`src/rtl/mem_port_arbiter.sv`:
```
// mem_port_arbiter
//   Shares one single-ported, fixed-latency memory between an instruction
//   fetch requester (I, read-only) and a load/store requester (D, byte-enabled
//   read/write). Only one transaction is outstanding at a time. D normally has
//   priority. After D_STREAK consecutive D grants made while a fetch was
//   waiting, the fetch wins the next arbitration.
//
//   Parameters
//     MEM_LAT   read latency, mem_en cycle to valid mem_rdata (1..7)
//     D_STREAK  max back-to-back D grants while i_req is pending (1..15)
//
//   Ports
//     clk, reset               clock, synchronous active-high reset
//     i_req/i_addr             fetch request, held until i_gnt
//     i_gnt/i_rvalid/i_rdata   fetch accept (comb), response pulse, data
//     d_req/d_addr/d_we/d_wdata  data request (d_we==0 means read)
//     d_gnt/d_rvalid/d_rdata   data accept (comb), response pulse, data
//     mem_en/mem_addr/mem_we/mem_wdata/mem_rdata  memory side
//     busy                     a transaction is outstanding
module mem_port_arbiter #(
  parameter int MEM_LAT  = 2,
  parameter int D_STREAK = 4
) (
  input  logic        clk,
  input  logic        reset,
  input  logic        i_req,
  input  logic [31:0] i_addr,
  output logic        i_gnt,
  output logic        i_rvalid,
  output logic [31:0] i_rdata,
  input  logic        d_req,
  input  logic [31:0] d_addr,
  input  logic [3:0]  d_we,
  input  logic [31:0] d_wdata,
  output logic        d_gnt,
  output logic        d_rvalid,
  output logic [31:0] d_rdata,
  output logic        mem_en,
  output logic [31:0] mem_addr,
  output logic [3:0]  mem_we,
  output logic [31:0] mem_wdata,
  input  logic [31:0] mem_rdata,
  output logic        busy
);

  typedef enum logic [1:0] {IDLE, ACCESS, WAIT, RESP} state_t;

  state_t      state_q;
  logic        own_d_q;      // 1: current transaction belongs to D
  logic [3:0]  streak_q;     // consecutive D grants with a fetch waiting
  logic [2:0]  wcnt_q;       // remaining WAIT cycles
  logic        mem_en_q;
  logic [31:0] mem_addr_q;
  logic [3:0]  mem_we_q;
  logic [31:0] mem_wdata_q;
  logic        i_rvalid_q, d_rvalid_q;
  logic [31:0] i_rdata_q, d_rdata_q;
  logic        busy_q;

  // Arbitration is purely combinational so the grant lands in the request cycle.
  logic can_grant, force_i, d_win, i_win;
  assign can_grant = (state_q == IDLE) && !reset;
  assign force_i   = (streak_q == 4'(D_STREAK));
  assign d_win     = can_grant && d_req && !(i_req && force_i);
  assign i_win     = can_grant && i_req && !d_win;

  assign i_gnt     = i_win;
  assign d_gnt     = d_win;
  assign i_rvalid  = i_rvalid_q;
  assign d_rvalid  = d_rvalid_q;
  assign i_rdata   = i_rdata_q;
  assign d_rdata   = d_rdata_q;
  assign mem_en    = mem_en_q;
  assign mem_addr  = mem_addr_q;
  assign mem_we    = mem_we_q;
  assign mem_wdata = mem_wdata_q;
  assign busy      = busy_q;

  always_ff @(posedge clk) begin
    if (reset) begin
      state_q     <= IDLE;
      own_d_q     <= 1'b0;
      streak_q    <= '0;
      wcnt_q      <= '0;
      mem_en_q    <= 1'b0;
      mem_addr_q  <= '0;
      mem_we_q    <= '0;
      mem_wdata_q <= '0;
      i_rvalid_q  <= 1'b0;
      d_rvalid_q  <= 1'b0;
      i_rdata_q   <= '0;
      d_rdata_q   <= '0;
      busy_q      <= 1'b0;
    end else begin
      case (state_q)
        IDLE: begin
          if (d_win || i_win) begin
            state_q     <= ACCESS;
            busy_q      <= 1'b1;
            mem_en_q    <= 1'b1;
            own_d_q     <= d_win;
            mem_addr_q  <= d_win ? d_addr  : i_addr;
            mem_we_q    <= d_win ? d_we    : 4'd0;
            mem_wdata_q <= d_win ? d_wdata : 32'd0;
            // Only D grants that pass over a waiting fetch count toward the streak.
            if (i_win)
              streak_q <= '0;
            else if (i_req && (streak_q < 4'(D_STREAK)))
              streak_q <= streak_q + 4'd1;
          end
        end
        ACCESS: begin
          mem_en_q    <= 1'b0;
          mem_we_q    <= '0;
          mem_wdata_q <= '0;
          if (mem_we_q != 4'd0) begin
            // Writes only ever come from D; completion returns zero data.
            state_q    <= RESP;
            d_rvalid_q <= 1'b1;
            d_rdata_q  <= '0;
          end else begin
            wcnt_q  <= 3'(MEM_LAT - 1);
            state_q <= WAIT;
          end
        end
        WAIT: begin
          if (wcnt_q == 3'd0) begin
            state_q <= RESP;
            if (own_d_q) begin
              d_rdata_q  <= mem_rdata;
              d_rvalid_q <= 1'b1;
            end else begin
              i_rdata_q  <= mem_rdata;
              i_rvalid_q <= 1'b1;
            end
          end else begin
            wcnt_q <= wcnt_q - 3'd1;
          end
        end
        RESP: begin
          i_rvalid_q <= 1'b0;
          d_rvalid_q <= 1'b0;
          busy_q     <= 1'b0;
          state_q    <= IDLE;
        end
        default: state_q <= IDLE;
      endcase
    end
  end

endmodule
```
`config.mk`:
```
export PLATFORM = sky130hd
export DESIGN_NAME = mem_port_arbiter
export DESIGN_NICKNAME = d
export VERILOG_FILES = /design/src/rtl/mem_port_arbiter.sv
export SDC_FILE = /design/constraint.sdc
export NUM_CORES = 1
export LEC_CHECK = 0
export ABC_AREA = 1
export CORE_MARGIN = 5
export CORE_UTILIZATION = 38
export CTS_CLUSTER_DIAMETER = 100
export CTS_CLUSTER_SIZE = 24
export DETAILED_ROUTE_END_ITERATION = 8
export PLACE_DENSITY_LB_ADDON = 0.12
export SLEW_MARGIN = 20
export SYNTH_ARGS = -nofsm -noshare
export SYNTH_HDL_FRONTEND = slang
export SYNTH_SLANG_ARGS = --single-unit
```
`constraint.sdc`:
```
create_clock -name clk -period 1.5 [get_ports clk]
set_input_delay 0.3 -clock clk [delete_from_list [all_inputs] [get_ports clk]]
set_output_delay 0.3 -clock clk [all_outputs]
set_load 0.01 [all_outputs]
```
# ---- Yosys cells after proc, flatten, opt, wreduce, memory -nomap -nowiden
# Index checks and enable logic that the tools add are counted.
dict set report word_totals {
  elab_cells 88
  register_bits 146
  input_bits 136
  out_inout_bits 138
}
dict set report classes {
  bitwise_logic 1
  n_reduce_logical 30
  add_sub_neg 2
  magnitude_cmp 1
  n_mux 30
  n_eq_ne 11
}
# cell n
set ops {}
lappend ops {{2-to-1 mux 32 bit} 6}
lappend ops {{one-hot mux 32 bit (2 select lines)} 2}
lappend ops {{2-to-1 mux 4 bit} 4}
lappend ops {{!= test 2 bit, second input constant} 6}
lappend ops {{AND reduction 3 bit} 4}
lappend ops {{nonzero test 2 bit} 5}
lappend ops {{one-hot mux 2 bit (4 select lines)} 1}
lappend ops {{one-hot mux 4 bit (2 select lines)} 1}
lappend ops {{AND reduction 2 bit} 4}
lappend ops {{AND reduction 4 bit} 2}
lappend ops {{logical AND 1 bit} 7}
lappend ops {{2-to-1 mux 1 bit} 7}
lappend ops {{2-to-1 mux 3 bit} 2}
lappend ops {{one-hot mux 1 bit (2 select lines)} 3}
lappend ops {{one-hot mux 3 bit (2 select lines)} 1}
lappend ops {{adder 4 x 1 -> 4 bit, second input constant} 1}
lappend ops {{== test 2 bit, second input constant} 2}
lappend ops {{== test 4 x 3 -> 1 bit, second input constant} 1}
lappend ops {{less-than comparator 4 x 3 -> 1 bit, second input constant} 1}
lappend ops {{2-to-1 mux 2 bit} 2}
lappend ops {{nonzero test 4 bit} 1}
lappend ops {{zero test 1 bit} 3}
lappend ops {{zero test 3 bit} 1}
lappend ops {{one-hot mux 1 bit (3 select lines)} 1}
lappend ops {{7 further kinds} 7}

# ---- Longest topological paths before layout
dict set report logic_depth {
  word_depth 9
  depth_mapped 11
  ltp_nobuf 11
}

# ---- Least setup slack after synthesis
# Ideal clock, no wire load.
dict set report synth_timing {
  kind {reg2reg}
  start {reg state_q[0]}
  end {reg streak_q[1]}
  arrival_ns 1.443
  setup_slack_ns -0.071
  path_stages_with_launch 11
  required_time_ns 1.372
  path_cell_list {dfxtp_1 -> inv_1 -> ha_1 -> nand3_1 -> clkinv_1 -> nand2_4 -> nor2_1 -> nor2_1 -> nand2_1 -> nand2_1 -> nor2_1}
}
dict set report synth_between {
  elab_chain_len 8
}
# element line
set synth_rtl {}
lappend synth_rtl {{from (decl)} 48} ;# state_t state_q;
lappend synth_rtl {{from (signal assigned)} 81} ;# state_q <= IDLE;
lappend synth_rtl {{from (signal assigned)} 98} ;# state_q <= ACCESS;
lappend synth_rtl {{from (signal assigned)} 118} ;# state_q <= RESP;
lappend synth_rtl {{zero test 2 bit (*)} {62, 95}}
lappend synth_rtl {{logical AND 1 bit} 62} ;# assign can_grant = (state_q == IDLE) && !reset;
lappend synth_rtl {{logical AND 1 bit (2 in a row)} 64} ;# assign d_win = can_grant && d_req && !(i_req && force_i);
lappend synth_rtl {{zero test 1 bit} 65} ;# assign i_win = can_grant && i_req && !d_win;
lappend synth_rtl {{logical AND 1 bit} 65}
lappend synth_rtl {{nonzero test 2 bit (no line) / logical OR 1 bit (equally long branches)} -}
lappend synth_rtl {{AND reduction 3 bit (no line)} -}
lappend synth_rtl {{to (signal assigned)} 109} ;# streak_q <= streak_q + 4'd1;
lappend synth_rtl {{to (decl)} 50} ;# logic [3:0] streak_q;
# Every way passes the cells marked *; elsewhere a longest branch is shown, timed or not.
# A chain may end at the register's enable or synchronous reset.

# ---- Worst setup path in the final report
dict set report layout_timing {
  start {reg streak_q[1]}
  end {out i_gnt}
}
dict set report layout_between {
  elab_chain_len 6
}
# element line
set layout_rtl {}
lappend layout_rtl {{== test 4 x 3 -> 1 bit} 63} ;# assign force_i = (streak_q == 4'(D_STREAK));
lappend layout_rtl {{logical AND 1 bit} 64}
lappend layout_rtl {{zero test 1 bit} 64}
lappend layout_rtl {{logical AND 1 bit} 64}
lappend layout_rtl {{zero test 1 bit} 65}
lappend layout_rtl {{logical AND 1 bit} 65}
lappend layout_rtl {{to (decl)} 28} ;# output logic i_gnt,
# No other way between the ends.

==> results.ini <==
[synthesis]
synth-compound-area-share_pct=14.36
ys_warn_count=0
ys_seq_area_share_pct=47.70
synthXorXnorAreaFrac_pct=0.1429
yosysUniqueCellTypes=30
synth_edf_count=0
yosys_most_used_dff=dfxtp_1
async_reset_ff_share_pct=0
synthAdderAreaFrac_pct=1.838
avgSynthCellArea_um2=7.574
synth_top_area_share_pct=47.70
synthMuxAreaShare_pct=0
synth_fp_nets=954
ys_ff_latch=146
yosys.area.top_type=dfxtp_1
netlist_area_um2=6127
syn_inst=809
yosys-top-cells-area=dfxtp_1 48%, nand2_1 12%, nand3_1 5.9%
synth_top_family_by_area=simple AND/OR/NAND/NOR gates
synthSimpleGateAreaFrac_pct=27.67

[placed_design]
gp_congestion=0.8006
port_buffers=273
place_ws_ns=-0.5667
hpwlAfterDp_um=13330

[routing]
drt_iter0_drc=246
vias_per_cell=4.677
routed_wl_um=21280
antenna_left=0
drc=0
wl_per_cell_um=15.67
via_count=6352
firstDrtPassIters=4

[worst_setup_path]
end_kind=output port
crit_buf_inv=4
path_delay_family=flip-flops
worstPathRequired_ns=1.20
worstPathArrival_ns=1.42
cp_common_cell=inv_2
worstReg2RegEnd=mem_we[0]
path_cells=inv_2 > ha_4 > nand2_2 > inv_2 > nand2_2 > nand2_4 > nand2_4 > inv_2 > buf_6
cpPeakStageDelay_ns=0.32
cp_max_fo=2
critPathKind=register to output port
r2r_cells=11
crit_path_start_kind=register
r2r_setup_slack_ns=-0.17
cp_slowest_cell=dfxtp_2
r2r_start=state_q[1]

[sta]
fin_worst_skew_ns=0.009370
final-max-slew-violation-count=0
rsz0062_at_grt=true
setup_viol=105
worstMarginPinSlew_ns=1.013
min_period_over_period_pct=114.7
max-slew-margin-rel_pct=32.47
layout_min_cycle_time_ns=1.720
hold_violations=0
fmax_mhz=581.4
setup_ws_ns=-0.2199

[clock_network]
cts_tree=built
cts_max_level=4
clk_transition_reported_paths_ns=0.06
clock-root-buffer=clkbuf_16
clk_latency_ns=0.42
ctsLongestPathBuffers=2
numCtsBuffers=17
cts.sinks=146

[floorplan]
start_util_pct=38.71
die-height_um=137.0
rows=46
design.die.area_um2=18760
core_area_um2=15830
ios=274
dieWidth_um=137.0

[grt]
grt_max_degree=75
grt_pass1_wl_um=31730
track_usage_pct=21.33
grt_pass1_vias=6313
antenna_found_initial=0
overflow=0

[worst_hold_path]
hold_depth=3
hold_path_startpoint=d_wdata[21]
hold-path-endpoint=mem_wdata[21]
hold_class=input pin to register

[finish]
area_growth_pct=78.19
final_util_pct=68.98
antenna_cells=0
final_common_cell=nand2_1
layout-drive-gt1-share_pct=25.22
fin_nets=1274
final_cell_mix=158 x nand2_1, 141 x dfxtp_1, 136 x dlygate4sd2_1

[status]
violations=setup timing
status=finished with violations

[power_and_ir_drop]
p_leak_nw=5.072
power.density_nw_per_um2=1707
peakVddDrop_mv=1.164

[job]
maxCapViolCount=0

-- worst max-delay path by stage --
stage,from,slack (ns),cells after the start,endpoint
6_report,streak_q[1],-0.22,9,i_gnt
3_3_place_gp,i_req,-0.54,8,i_gnt
3_5_place_dp,i_req,-0.57,8,i_gnt
2_1_floorplan,state_q[1],-0.0008,10,streak_q[1]
4_1_cts,streak_q[1],-0.23,9,i_gnt
5_1_grt,state_q[0],-0.28,8,i_gnt
-- stage by stage --
step / instance area, um2 / hold WS, ns / cells / power (mW) / setup TNS, ns
floorplan: 6137 / 0.4349 / 809 / 8.651 / -0.0007624
global placement: 9295 / 0.4464 / 1292 / 11.71 / -41.63
detailed placement: 9295 / 0.4523 / 1292 / 11.75 / -41.96
CTS: 10290 / 0.4160 / 1346 / 17.53 / -10.09
global route: 10920 / 0.4302 / 1358 / 19.72 / -22.15
finish: 10920 / 0.4384 / 1358 / 18.64 / -11.26
-- power breakdown --
part           total, mW  switching (mW)  internal [mW]
Combinational       9.36            4.87           4.49
Clock               4.20            1.73           2.47
Sequential          5.07           0.413           4.66
-- worst register-to-register path, delay by kind of cell (launching register included) --
| family | cells | cell delay [ns] |
|---|---|---|
| buffers and inverters | 6 | 0.58 |
| AOI/OAI and AO/OA | 1 | 0.05 |
| DFF | 1 | 0.32 |
| and+or+nand+nor | 3 | 0.38 |
| adders and majority gates | 1 | 0.17 |
-- timing repair --
action,4_1_cts,5_1_grt
pin swaps,24,20
hold buffers,0,0
cloned,8,9
endpoints found under the setup margin,277,147
resized for setup,220,125
buffers inserted,14,6
-- final cells by class --
type | count | area, um2
multi-input combinational | 555 | 3346
sequential | 146 | 2929
fill | 1312 | 4910
timing repair buffer | 349 | 3542
tap | 216 | 270.3
clock inverter | 14 | 153.9
clock buffer | 18 | 429.2
inverter | 60 | 247.7
-- sequential cells by signal, indices dropped and copies added (netlist names) --
name,cells
state_q,2
own_d_q,1
busy,1
d_rvalid,1
mem_we,4
i_rvalid,1
wcnt_q,3
mem_wdata,32
streak_q,4
mem_addr,32
mem_en,1
d_rdata,32
i_rdata,32
-- logic make-up after synthesis --
family,count (synthesis)
flip-flops,146
AO/OA/AOI/OAI,150
XOR/XNOR,1
AND/OR/NAND/NOR,393
buffers and inverters,110
adder cells (fa/ha/maj),9
-- cell usage after synthesis, drive strengths merged (2+ instances only) --
master,n
a21oi,78
buf,28
clkbuf,22
dfxtp,146
ha,9
inv,59
nand2,235
nand3,72
nand4,2
nor2,79
nor3,3
o21a,32
o21ai,39
or2,2
-- metal layers --
layer / track usage [%] / vias up / share of wire [%]
li1: - / 3237 / -
met1: 24.60 / 2912 / 40
met2: 35.97 / 181 / 50
met3: 8.199 / 22 / 8.8
met4: 7.650 / 0 / 1.4
met5: 0 / - / 0
No activity file was read; power rests on OpenSTA's default activity.
==> variant, RTL diff (same settings) <==
Encoding of `state_t`: now Gray code (2 bits for 4 states).
--- a/src/rtl/mem_port_arbiter.sv
+++ b/src/rtl/mem_port_arbiter.sv
@@ -45,3 +45,3 @@
 
-  typedef enum logic [1:0] {IDLE, ACCESS, WAIT, RESP} state_t;
+  typedef enum logic [1:0] {IDLE = 2'b00, ACCESS = 2'b01, WAIT = 2'b11, RESP = 2'b10} state_t;
 
Formal check against the unedited RTL: same outputs for any inputs over 4 cycles, from zero or initial values and one cycle with reset high; so few cycles prove little.
==> variant against the original RTL <==
The flow still finishes with violations (setup timing). Core utilization up 2.3 points. Design area down 0.34%. Synthesized area down 3.1%. Register-to-register slack worse by 20 ps. Setup slack better by 20 ps. Synthesized cell count up 5.1%. Non-clock buffer count down 3. Critical path depth down 2. Routed wire length up 0.59%. Sequential cell count unchanged. Largest cell class unchanged.
Power is not compared: it rests on default switching activity, and its combinational part moved more than twofold at a synthesized area within 25%.
==> variant: results (changes against the original RTL) <==
metric	value	unit	change
fin_tns_setup	-7130	ps	was -11260 ps
cp_max_fo	4		was 2
numCtsBuffers	17		unchanged
dr.pass1.iters	4		unchanged
cts-root-buf	clkbuf_16		unchanged
drt_iter0_markers	366		was 246
async_flop_share	0	%	unchanged
cts_htree_levels	4		unchanged
slew_headroom	73.5	%	was 32.5%
cp_slowest_cell	dfxtp_2		unchanged
r2r_slack	-190	ps	was -170 ps
num_vias	6476		was 6352
syn-num-nets	990		was 954
cts_max_path_buffers	2		unchanged
min_path_type	input port to flip-flop		unchanged
grtUsageTotal	21.2	%	was 21.3%
p_leak	0.00519	µW	
maxUsedRoutingLayer	met4		unchanged
antennaDiodeCount	0		unchanged
hpwl	12600	µm	was 13300 µm
n_fill_cell	1227		was 1312
path_delay_family	buffers and inverters		was flip-flops
grt_antenna_before_repair	0		unchanged
ys_types	24		was 30
drt-total-wl	21400	µm	was 21300 µm
yosysSeqAreaShare	49.2	%	was 47.7%
finalSetupViolCount	79		was 105
path_clk_slew	60	ps	about the same
timing.critical_path.slowest_cell_delay	340	ps	was 320 ps
setup_ws	-200	ps	was -220 ps
insertion_delay	420	ps	about the same
portBuffers	273		unchanged
instances_no_fill	1388		was 1358
ys_top_cells_by_count	nand2_1 (283), dfxtp_1 (146), nor2_1 (142)		was nand2_1 (202), dfxtp_1 (146), nor2_1 (77)
dr_wl_met2	10900	µm	was 10600 µm
layout.nets	1304		was 1274
drive_gt1_share	22.9	%	was 25.2%
grt_pass1_vias	5997		was 6313
synth_area_leaders	dfxtp_1 (49%), nand2_1 (18%), nor2_1 (9.0%), nand3_1 (6.0%), a21oi_1 (3.9%)		was dfxtp_1 (48%), nand2_1 (12%), nand3_1 (5.9%), a21oi_1 (5.5%), nor2_1 (4.7%)
outcome	finished with violations		unchanged
gp_congestion	0.753		was 0.801
worst_ir_drop_vdd	0.000831	V	
met3_length	1600	µm	was 1870 µm
fin_skew	8.29	ps	was 9.37 ps
grt_pass1_wl	31000	µm	was 31700 µm
arrival	1400	ps	was 1420 ps
grt_max_degree	86		was 75
ys_warn_count	0		unchanged
wl_met1	8660	µm	was 8550 µm
violations	setup timing		unchanged
syn_area_per_cell	6.98	µm²	was 7.57 µm²
variant: cell types whose count changed after synthesis, sizes merged, moves of 3 or more:
cell / before / now
a21oi: 78 / 46
buf: 28 / 32
clkbuf: 22 / 19
ha: 9 / 4
inv: 59 / 55
nand2: 235 / 285
nor2: 79 / 147
o21a: 32 / 0
variant: logic make-up (layout without fill, tap and decap cells):
logic type	Yosys count	in the layout	synth area share, %
adders and majority gates	4	4	0.843
and+or+nand+nor	506	506	34.1
xor gates and xnor gates	1	1	0.148
buffers and inverters	107	434	8.18
AOI/OAI and AO/OA	86	86	7.48
DFF	146	146	49.2
variant: repair_timing:
action	in CTS	in global routing
gates cloned	10	9
setup endpoints to repair	270	134
gates resized for setup	240	171
pin swaps	8	46
setup buffers	9	11
variant: worst paths after layout:
kind,startpoint,endpoint,cells past startpoint
worst min register to register,mem_wdata[10]$_SDFFE_PP0P_,mem_wdata[10]$_SDFFE_PP0P_,2
worst min-delay path,d_wdata[10],mem_wdata[10]$_SDFFE_PP0P_,3
worst max register to register,state_q[0]$_SDFFE_PP0P_,d_rdata[14]$_SDFFE_PP0P_,12
worst max-delay path,state_q[0]$_SDFFE_PP0P_,d_gnt,7
variant: layer usage:
layer,vias to the layer above,track usage (%)
met5,-,0
met3,21,7.38
met2,209,35.8
met1,2962,25.9
li1,3284,-
met4,0,5.66
variant: worst reg2reg max path, delay by kind of cell (launching register included):
| family | cells | cell delay [ps] |
|---|---|---|
| buffers and inverters | 5 | 680 |
| and+or+nand+nor | 7 | 550 |
| DFF | 1 | 360 |
variant: layout make-up:
type	count	area [µm²]	share of cell area, %
clock buffer	19	443	4.07
clock inverter	13	174	1.60
inverter	56	221	2.04
multi-input combinational	597	3200	29.4
sequential	146	2930	26.9
tap	211	264	2.43
timing repair buffer	346	3650	33.6
variant: report_power, final:
part           internal [µW]  switching (µW)
clock                   2700            1770
sequential              4310             293
combinational           2310            2170
total                   9310            4230
variant: metrics by stage:
stage	hold WS (ps)	setup WS, ps	util, %	area (µm²)
detailed placement	452	-607	59.3	9050
floorplan	439	18.5	-	5940
CTS	414	-219	66.4	10100
global placement	447	-553	59.3	9050
global route	429	-281	71.3	10900
finish	432	-200	71.3	10900
